[src/rtl/hpdcache_mem_inval_queue_pkg.sv]
// Shared types for the memory-side invalidation queue: cache-line number,
// transaction ID and the queue FSM state encoding.
package hpdcache_mem_inval_queue_pkg;
  localparam int unsigned HPDCACHE_NLINE_WIDTH       = 26;
  localparam int unsigned HPDCACHE_MEM_INVAL_ID_WIDTH = 4;

  typedef logic [HPDCACHE_NLINE_WIDTH-1:0]        hpdcache_nline_t;
  typedef logic [HPDCACHE_MEM_INVAL_ID_WIDTH-1:0] hpdcache_mem_inval_id_t;

  typedef enum logic [1:0] {
    QI_IDLE,
    QI_WAIT,
    QI_ACK
  } hpdcache_mem_inval_qstate_t;
endpackage

[src/rtl/hpdcache_mem_inval_queue_if.sv]
// Bundle of the memory-side invalidation port, the CMO handler request port
// and the acknowledgement return path. slave = queue side, master = driver.
interface hpdcache_mem_inval_queue_if
  import hpdcache_mem_inval_queue_pkg::*;
#(
  parameter int unsigned ID_WIDTH = HPDCACHE_MEM_INVAL_ID_WIDTH
);
  logic                mem_inval_valid_i;
  logic                mem_inval_ready_o;
  hpdcache_nline_t     mem_inval_nline_i;
  logic [ID_WIDTH-1:0] mem_inval_id_i;
  logic                cmo_req_valid_o;
  logic                cmo_req_ready_i;
  hpdcache_nline_t     cmo_req_nline_o;
  logic                cmo_req_mem_inval_o;
  logic                mem_inval_ack_valid_o;
  logic                mem_inval_ack_ready_i;
  logic [ID_WIDTH-1:0] mem_inval_ack_id_o;
  logic                pending_o;

  modport slave (
    input  mem_inval_valid_i, mem_inval_nline_i, mem_inval_id_i,
    input  cmo_req_ready_i, mem_inval_ack_ready_i,
    output mem_inval_ready_o, cmo_req_valid_o, cmo_req_nline_o,
    output cmo_req_mem_inval_o, mem_inval_ack_valid_o, mem_inval_ack_id_o,
    output pending_o
  );

  modport master (
    output mem_inval_valid_i, mem_inval_nline_i, mem_inval_id_i,
    output cmo_req_ready_i, mem_inval_ack_ready_i,
    input  mem_inval_ready_o, cmo_req_valid_o, cmo_req_nline_o,
    input  cmo_req_mem_inval_o, mem_inval_ack_valid_o, mem_inval_ack_id_o,
    input  pending_o
  );
endinterface

[src/rtl/hpdcache_mem_inval_queue_fifo.sv]
// Small power-of-two FIFO holding pending invalidations; full/empty come
// from the registered occupancy counter only.
module hpdcache_mem_inval_fifo #(
  parameter int unsigned DEPTH   = 4,
  parameter type         entry_t = logic
) (
  input  logic   clk_i,
  input  logic   rst_ni,
  input  logic   push_i,
  input  entry_t data_i,
  input  logic   pop_i,
  output entry_t head_o,
  output logic   full_o,
  output logic   empty_o
);
  localparam int unsigned PTR_W = $clog2(DEPTH);

  logic [PTR_W-1:0] wptr_q, rptr_q;
  logic [PTR_W:0]   count_q;
  entry_t           mem_q [DEPTH];
  logic             do_push, do_pop;

  assign full_o  = (count_q == (PTR_W+1)'(DEPTH));
  assign empty_o = (count_q == '0);
  // A pop never frees space for a push in the same cycle.
  assign do_push = push_i && !full_o;
  assign do_pop  = pop_i && !empty_o;
  assign head_o  = mem_q[rptr_q];

  always_ff @(posedge clk_i or negedge rst_ni) begin
    if (!rst_ni) begin
      wptr_q  <= '0;
      rptr_q  <= '0;
      count_q <= '0;
    end else begin
      if (do_push) wptr_q <= wptr_q + 1'b1;
      if (do_pop)  rptr_q <= rptr_q + 1'b1;
      case ({do_push, do_pop})
        2'b10:   count_q <= count_q + 1'b1;
        2'b01:   count_q <= count_q - 1'b1;
        default: count_q <= count_q;
      endcase
    end
  end

  always_ff @(posedge clk_i) begin
    if (do_push) mem_q[wptr_q] <= data_i;
  end
endmodule

[src/rtl/hpdcache_mem_inval_queue.sv]
// Buffers memory-side invalidations and issues them one at a time to the CMO
// handler, acknowledging each by ID once the handler returns to idle.
module hpdcache_mem_inval_queue
  import hpdcache_mem_inval_queue_pkg::*;
#(
  parameter int unsigned DEPTH    = 4,
  parameter int unsigned ID_WIDTH = HPDCACHE_MEM_INVAL_ID_WIDTH
) (
  input logic                         clk_i,
  input logic                         rst_ni,
  hpdcache_mem_inval_queue_if.slave   inval_if
);
  typedef logic [ID_WIDTH-1:0] mem_inval_id_t;
  typedef struct packed {
    hpdcache_nline_t nline;
    mem_inval_id_t   id;
  } entry_t;

  hpdcache_mem_inval_qstate_t state_q, state_d;
  entry_t head, in_entry, cur_q;
  logic   full, empty, pop;
  logic   req_valid, req_mem_inval, ack_valid;
  hpdcache_nline_t req_nline;

  assign in_entry = '{nline: inval_if.mem_inval_nline_i, id: inval_if.mem_inval_id_i};

  hpdcache_mem_inval_fifo #(
    .DEPTH   (DEPTH),
    .entry_t (entry_t)
  ) i_fifo (
    .clk_i   (clk_i),
    .rst_ni  (rst_ni),
    .push_i  (inval_if.mem_inval_valid_i),
    .data_i  (in_entry),
    .pop_i   (pop),
    .head_o  (head),
    .full_o  (full),
    .empty_o (empty)
  );

  always_ff @(posedge clk_i or negedge rst_ni) begin
    if (!rst_ni) state_q <= QI_IDLE;
    else         state_q <= state_d;
  end

  always_ff @(posedge clk_i) begin
    if (pop) cur_q <= head;
  end

  always_comb begin
    state_d       = state_q;
    pop           = 1'b0;
    req_valid     = 1'b0;
    req_mem_inval = 1'b0;
    req_nline     = cur_q.nline;
    ack_valid     = 1'b0;
    unique case (state_q)
      QI_IDLE: begin
        req_valid     = !empty;
        req_mem_inval = !empty;
        req_nline     = head.nline;
        if (!empty && inval_if.cmo_req_ready_i) begin
          pop     = 1'b1;
          state_d = QI_WAIT;
        end
      end
      // Ready is only sampled from the cycle after the handshake on.
      QI_WAIT: begin
        req_mem_inval = 1'b1;
        if (inval_if.cmo_req_ready_i) state_d = QI_ACK;
      end
      QI_ACK: begin
        ack_valid = 1'b1;
        if (inval_if.mem_inval_ack_ready_i) state_d = QI_IDLE;
      end
      default: state_d = QI_IDLE;
    endcase
  end

  assign inval_if.mem_inval_ready_o     = !full;
  assign inval_if.cmo_req_valid_o       = req_valid;
  assign inval_if.cmo_req_nline_o       = req_nline;
  assign inval_if.cmo_req_mem_inval_o   = req_mem_inval;
  assign inval_if.mem_inval_ack_valid_o = ack_valid;
  assign inval_if.mem_inval_ack_id_o    = cur_q.id;
  assign inval_if.pending_o             = !empty || (state_q != QI_IDLE);
endmodule
[src/flat_wrapper.sv]
// flat-port wrapper written by rule: the top's interface ports become plain ports
module hpdcache_mem_inval_queue_flat import hpdcache_mem_inval_queue_pkg::*;
#(
  parameter int unsigned DEPTH    = 4,
  parameter int unsigned ID_WIDTH = HPDCACHE_MEM_INVAL_ID_WIDTH
)
  (clk_i, rst_ni, inval_if_mem_inval_valid_i, inval_if_mem_inval_nline_i, inval_if_mem_inval_id_i, inval_if_cmo_req_ready_i, inval_if_mem_inval_ack_ready_i, inval_if_mem_inval_ready_o, inval_if_cmo_req_valid_o, inval_if_cmo_req_nline_o, inval_if_cmo_req_mem_inval_o, inval_if_mem_inval_ack_valid_o, inval_if_mem_inval_ack_id_o, inval_if_pending_o);
  hpdcache_mem_inval_queue_if #(.ID_WIDTH(ID_WIDTH)) inval_if_i ();
  input logic clk_i;
  input logic rst_ni;
  input wire logic [$bits(inval_if_i.mem_inval_valid_i)-1:0] inval_if_mem_inval_valid_i;
  input wire logic [$bits(inval_if_i.mem_inval_nline_i)-1:0] inval_if_mem_inval_nline_i;
  input wire logic [$bits(inval_if_i.mem_inval_id_i)-1:0] inval_if_mem_inval_id_i;
  input wire logic [$bits(inval_if_i.cmo_req_ready_i)-1:0] inval_if_cmo_req_ready_i;
  input wire logic [$bits(inval_if_i.mem_inval_ack_ready_i)-1:0] inval_if_mem_inval_ack_ready_i;
  output wire logic [$bits(inval_if_i.mem_inval_ready_o)-1:0] inval_if_mem_inval_ready_o;
  output wire logic [$bits(inval_if_i.cmo_req_valid_o)-1:0] inval_if_cmo_req_valid_o;
  output wire logic [$bits(inval_if_i.cmo_req_nline_o)-1:0] inval_if_cmo_req_nline_o;
  output wire logic [$bits(inval_if_i.cmo_req_mem_inval_o)-1:0] inval_if_cmo_req_mem_inval_o;
  output wire logic [$bits(inval_if_i.mem_inval_ack_valid_o)-1:0] inval_if_mem_inval_ack_valid_o;
  output wire logic [$bits(inval_if_i.mem_inval_ack_id_o)-1:0] inval_if_mem_inval_ack_id_o;
  output wire logic [$bits(inval_if_i.pending_o)-1:0] inval_if_pending_o;
  assign inval_if_i.mem_inval_valid_i = inval_if_mem_inval_valid_i;
  assign inval_if_i.mem_inval_nline_i = inval_if_mem_inval_nline_i;
  assign inval_if_i.mem_inval_id_i = inval_if_mem_inval_id_i;
  assign inval_if_i.cmo_req_ready_i = inval_if_cmo_req_ready_i;
  assign inval_if_i.mem_inval_ack_ready_i = inval_if_mem_inval_ack_ready_i;
  assign inval_if_mem_inval_ready_o = inval_if_i.mem_inval_ready_o;
  assign inval_if_cmo_req_valid_o = inval_if_i.cmo_req_valid_o;
  assign inval_if_cmo_req_nline_o = inval_if_i.cmo_req_nline_o;
  assign inval_if_cmo_req_mem_inval_o = inval_if_i.cmo_req_mem_inval_o;
  assign inval_if_mem_inval_ack_valid_o = inval_if_i.mem_inval_ack_valid_o;
  assign inval_if_mem_inval_ack_id_o = inval_if_i.mem_inval_ack_id_o;
  assign inval_if_pending_o = inval_if_i.pending_o;
  hpdcache_mem_inval_queue #(.DEPTH(DEPTH), .ID_WIDTH(ID_WIDTH)) u_core (.clk_i(clk_i), .rst_ni(rst_ni), .inval_if(inval_if_i));
endmodule
[config.mk]
export PLATFORM = sky130hd
export DESIGN_NAME = hpdcache_mem_inval_queue_flat
export DESIGN_NICKNAME = d
export VERILOG_FILES = /design/src/rtl/hpdcache_mem_inval_queue_pkg.sv /design/src/rtl/hpdcache_mem_inval_queue_if.sv /design/src/rtl/hpdcache_mem_inval_queue_fifo.sv /design/src/rtl/hpdcache_mem_inval_queue.sv /design/src/flat_wrapper.sv
export SDC_FILE = /design/constraint.sdc
export NUM_CORES = 1
export LEC_CHECK = 0
export ABC_CLOCK_PERIOD_IN_PS = 2870
export CAP_MARGIN = 20
export CORE_MARGIN = 2
export CORE_UTILIZATION = 55
export DETAILED_ROUTE_END_ITERATION = 10
export MAX_ROUTING_LAYER = met4
export PLACE_DENSITY = 0.79
export SYNTH_ARGS = -nofsm -noshare
export SYNTH_HDL_FRONTEND = slang
export SYNTH_SLANG_ARGS = --single-unit
[constraint.sdc]
create_clock -name clk_i -period 2.87 [get_ports clk_i]
set_input_delay 0.574 -clock clk_i [delete_from_list [all_inputs] [get_ports clk_i]]
set_output_delay 0.574 -clock clk_i [all_outputs]
set_load 0.02 [all_outputs]
==> flow_summary.toml, run 1 <==
[status]
status = "complete, no violations"

[critical_path]
arrival_ps = 2210
rr_worst_depth = 9
cp-end-kind = "primary output"
r2r_slack_ps = 640
rr_endpoint = "u_core.i_fifo.count_q[2]"
cp.required_ps = 2300
start_kind = "flop"
crit_fanout = 10
critPathKind = "reg -> out"
r2r_start = "u_core.i_fifo.count_q[0]"

[drt]
dr.pass1.iters = 5
wirelength_mm = 11.8
drtAntennaViolNets = 0
num_vias = 3147
drc_errors = 0
wl_per_cell_um = 20.7
drt-initial-drc-count = 233
via_per_inst = 5.51

[final_layout]
fin_nets = 457
area_growth_pct = 25.4
stdcell_count = 571
drive_gt1_frac = 0.210
fill_cells = 658

[floorplan]
die_h_um = 110
initial_core_util = 0.566
core_um2 = 10800
num_io_pins = 70
row_count = 38
die_x_um = 110
die_area_um2 = 12000

[global_route]
grt.overflow.total = 0
grt_max_degree = 31
grt_pass1_vias = 3319
grt_pass1_wl_mm = 18.0
antenna_found_initial = 2
track_usage = 0.220

[cts]
clockBufferDepth = 2
clk_pin_slew_ps = 60
clkSinkCount = 159
tritoncts = "done"
cts_root_buffer = "clkbuf_8"
clock_latency_ps = 520
numCtsBuffers = 17
htree_levels = 4

[power_and_ir_drop]
peakVddDrop_v = 0.000642
p_leak_nw = 2.81
power-per-cell-area_nw_per_um2 = 1180

[synthesis]
yosys-top-cells-area = "edfxtp_1 73%, mux4_2 11%, nand2_1 4.8%"
synth-main-ff-cell = "edfxtp_1"
syn_avg_cell_area_um2 = 18.6
ys_seq_area_frac = 0.771
synth_xor_area_frac = 0.00857
synth_compound_area_frac = 0.00224
yosys.area.top_type = "edfxtp_1"
synth-simple-area-share = 0.0665
synth_mux_area_frac = 0.114
synth_edf_count = 150
synth.distinct_cells = 29
yosys.area.top_type_share = 0.734
postSynthNetCount = 370
synth-async-reset-ratio = 0.0566
synth_top_family_by_area = "multiplexers"
synth_warnings = 0
synth_area_um2 = 6130
synth_cells = 329
ys_ff_latch = 159
synthAdderAreaFrac = 0.0135

[sta]
rsz0062_at_grt = "true"
setup_viol = 0
post-route-min-period_ps = 2780
period_share = 0.970
fmax_mhz = 359
fin_skew_ps = 22.6
finalHoldViolCount = 0
finalSetupTns_ps = 0
worst_pin_slew_ps = 453
slew_violations = 0
slew_headroom = 0.697

[hold_path]
worstHoldPathType = "in -> async"

[placed_design]
dpl.hpwl_mm = 6.68
dp_cells = 535
place.gp.congestion = 0.753
portBuffers = 69

[run]
cap_violations = 0
[cell type report]
cell class / instances / area, um^2 / share of cell area
Inverter: 10 / 37.5 / 0.00488
Clock buffer: 17 / 414 / 0.0539
Antenna cell: 2 / 5.00 / 0.000651
Clock inverter: 15 / 209 / 0.0272
Sequential cell: 159 / 4730 / 0.615
Tap cell: 140 / 175 / 0.0228
Multi-Input combinational cell: 143 / 1260 / 0.164
Timing Repair Buffer: 85 / 856 / 0.111
[cells in the final DEF (no fill, tap or decap), drive strengths merged, types with 2 or more instances in the layout]
cell,instances
and3,4
buf,15
bufinv,4
clkbuf,19
clkdlybuf4s15,3
clkdlybuf4s50,42
clkinv,2
clkinvlp,4
dfrtp,9
diode,2
dlygate4sd2,21
edfxtp,150
ha,5
inv,15
mux4,30
nand2,79
nor2,5
xnor2,4
xor2,2
[critical path, cell delays in order, from the launching register on]
cell,delay (ps)
dfrtp_2,400
bufbuf_16,310
mux4_2,520
nand2_1,80
nand2_1,50
dlygate4sd2_1,320
[registers in the layout, indices dropped and copies added (netlist names)]
name and flops:
u_core.i_fifo.mem_q 120, u_core.cur_q 26, u_core.inval_if.mem_inval_ack_id_o 4, u_core.i_fifo.count_q 3
u_core.i_fifo.rptr_q 2, u_core.i_fifo.wptr_q 2, u_core.state_q 2
[how the worst max path moves through the flow]
stage	start	end	slack [ps]	cells after the start
6_report	u_core.i_fifo.rptr_q[0]	inval_if_cmo_req_nline_o[8]	90	5
5_1_grt	u_core.i_fifo.rptr_q[0]	inval_if_cmo_req_nline_o[4]	-20	5
4_1_cts	u_core.i_fifo.rptr_q[0]	inval_if_cmo_req_nline_o[14]	20	5
3_5_place_dp	u_core.i_fifo.rptr_q[0]	inval_if_cmo_req_nline_o[6]	430	5
3_3_place_gp	u_core.i_fifo.rptr_q[0]	inval_if_cmo_req_nline_o[6]	460	5
2_1_floorplan	u_core.i_fifo.count_q[0]	u_core.i_fifo.count_q[2]	740	9
[cell usage after synthesis (2+ instances only)]
cell type and count:
and3_2 4, buf_2 6, buf_4 4, buf_6 3, clkbuf_1 3, dfrtp_1 9, edfxtp_1 150, ha_1 5
inv_1 10, mux4_2 30, nand2_1 79, nor2_1 5, xnor2_1 4, xor2_1 2
[per-layer routing]
layer,vias to the layer above,GRT usage,part of all wire
met3,17,0.0705,0.051
li1,1425,-,-
met5,-,-,0
met4,0,0.0633,0.014
met2,85,0.379,0.54
met1,1620,0.249,0.39
[power by group]
group	internal (mW)	switching (mW)
logic	1.39	1.89
registers	3.27	0.192
clock network	1.43	0.902
total	6.09	2.99
[per-stage QoR]
stage	hold slack [ps]	worst slack, ps	utilization	total power [mW]	instance area [um^2]
after global routing	376	-21.2	0.709	9.53	7690
after detailed placement	495	435	0.650	6.95	7050
after floorplan	278	739	-	5.55	6130
final	369	86.1	0.709	9.08	7690
after CTS	370	18.5	0.708	9.15	7680
after global placement	494	462	0.650	6.83	7050
[cells by family after synthesis]
| logic type | after synthesis |
|---|---|
| AO/OA/AOI/OAI | 2 |
| XOR/XNOR | 6 |
| adder cells (fa/ha/maj) | 6 |
| buffers and inverters | 27 |
| flip-flops | 159 |
| multiplexers | 32 |
| AND/OR/NAND/NOR | 97 |
[what timing repair did]
item                       CTS  global route
hold buffers                 0             0
setup endpoints to repair   27             7
setup buffers                0             1
resized for setup           28             8
cloned                       1             0
(Power assumes the default switching activity.)
==> inputs of run 2 (changes only) <==
--- a/config.mk
+++ b/config.mk
@@ -15,3 +15,4 @@
 export SYNTH_ARGS = -nofsm -noshare
 export SYNTH_HDL_FRONTEND = slang
 export SYNTH_SLANG_ARGS = --single-unit
+export TNS_END_PERCENT = 30
==> run 2 against run 1 <==
Against the previous run: clock skew down 12 ps; critical path depth unchanged; via count fell by 0.89%; count of clock-buffer cells in the layout unchanged; utilization shrank 0.33 points; cell count fell by 0.35%; combinational power fell by 2%; register-to-register slack is essentially flat; setup slack gained 17 ps; first-iteration DRC count fell by 4.3%; die area unchanged; total power is 0.82% lower; largest power group unchanged.
==> flow_summary.toml, run 2 (synthesized netlist as in run 1, its figures left out) <==
[sta]
setup_viol = 0
period_share = 0.964
worst_pin_slew_ps = 447
post-route-min-period_ps = 2770
fin_ws_ps = 103
rsz0062_at_grt = "false"
slew_violations = 0
finalHoldViolCount = 0
slew_headroom = 0.701
fmax_mhz = 361
finalSetupTns_ps = 0
fin_hold_ws_ps = 370
fin_skew_ps = 10.8

[power_and_ir_drop]
p_leak_nw = 2.79
power-per-cell-area_nw_per_um2 = 1180
peakVddDrop_v = 0.000671
p_total_mw = 9.00

[floorplan]
row_count = 38
initial_core_util = 0.566
die_x_um = 110
core_um2 = 10800
die_h_um = 110
num_io_pins = 70
die_area_um2 = 12000

[drt]
drt-initial-drc-count = 223
via_per_inst = 5.48
num_vias = 3119
dr.pass1.iters = 4
wirelength_mm = 11.7
wl_per_cell_um = 20.6
drtAntennaViolNets = 0
drc_errors = 0

[final_layout]
largest_register_ffs = 120
area_growth_pct = 24.8
final_cell_mix = "150 x edfxtp_1, 79 x nand2_1, 42 x clkdlybuf4s50_1"
fin_nets = 455
final_common_cell = "edfxtp_1"
regMostFlops = "u_core.i_fifo.mem_q"
stdcell_area_um2 = 7650
utilization = 0.706
drive_gt1_frac = 0.201
stdcell_count = 569

[critical_path]
path_cells = "buf_12 -> mux4_2 -> nand2_1 -> nand2_1 -> dlygate4sd2_1"
cpMostUsedCell = "nand2_1"
rr_worst_depth = 9
r2r_start = "u_core.i_fifo.count_q[0]"
cp-end-kind = "primary output"
cpPeakStageDelay_ps = 580
critPathKind = "reg -> out"
r2r_slack_ps = 630
crit_fanout = 20
arrival_ps = 2190
cp.required_ps = 2300
rr_endpoint = "u_core.i_fifo.count_q[2]"
start_kind = "flop"
slowest_stage = "mux4_2"

[cts]
clkSinkCount = 159
clock_latency_ps = 520
hold_buffers = 0
cts_root_buffer = "clkbuf_8"
numCtsBuffers = 17
tritoncts = "done"
post_cts_buffers = 0
clk_pin_slew_ps = 60
htree_levels = 4
clockBufferDepth = 2

[global_route]
antenna_found_initial = 2
grt_pass1_wl_mm = 17.8
grt_max_degree = 31
grt_pass1_vias = 3294
grt.overflow.total = 0
track_usage = 0.218

[placed_design]
portBuffers = 69
place.gp.congestion = 0.753
dpl.hpwl_mm = 6.68
dp_cells = 535
pre_cts_ws_ps = 435
post_dp_cell_area_um2 = 7050

[status]
status = "complete, no violations"

[run]
cap_violations = 0

[hold_path]
worstHoldPathType = "in -> async"
[run 2: timing repair]
item                       CTS  global route
gates cloned                 0             0
gates resized for setup     28             1
setup endpoints to repair   27             1
[run 2: layer usage]
metal,vias to the layer above,track usage,wire [um]
li1,1417,-,-
met1,1589,0.248,4550
met4,0,0.0660,201
met2,97,0.371,6310
met3,16,0.0688,636
met5,-,-,0
[run 2: layout make-up]
cell class,count,area [um^2]
Fill cell,673,3190
Sequential cell,159,4730
Tap cell,140,175
Clock buffer,17,414
Multi-Input combinational cell,143,1260
Antenna cell,2,5.00
Inverter,10,37.5
Timing Repair Buffer,83,820
Clock inverter,15,209
[run 2: worst max-delay path by stage]
stage                             startpoint                      endpoint  slack [ps]  depth (start not counted)
detailed placement   u_core.i_fifo.rptr_q[0]   inval_if_cmo_req_nline_o[6]         430                          5
CTS                  u_core.i_fifo.rptr_q[0]  inval_if_cmo_req_nline_o[11]          70                          5
finish               u_core.i_fifo.rptr_q[0]  inval_if_cmo_req_nline_o[11]         100                          5
global route         u_core.i_fifo.rptr_q[0]  inval_if_cmo_req_nline_o[16]           3                          5
global placement     u_core.i_fifo.rptr_q[0]   inval_if_cmo_req_nline_o[6]         460                          5
floorplan           u_core.i_fifo.count_q[0]      u_core.i_fifo.count_q[2]         740                          9
[run 2: critical path, delay by kind of cell, from the launching register on]
kind                   cells  cell delay, ps
DFF                        1             400
buffers and inverters      2             540
and+or+nand+nor            2             160
muxes                      1             580
[run 2: power by group]
| group | internal [mW] | leakage, nW | total (mW) | switching (mW) |
|---|---|---|---|---|
| Clock | 1.43 | 0.291 | 2.33 | 0.907 |
| Combinational | 1.33 | 1.01 | 3.21 | 1.88 |
| Sequential | 3.27 | 1.49 | 3.46 | 0.192 |
| Total | 6.02 | 2.79 | 9.00 | 2.98 |
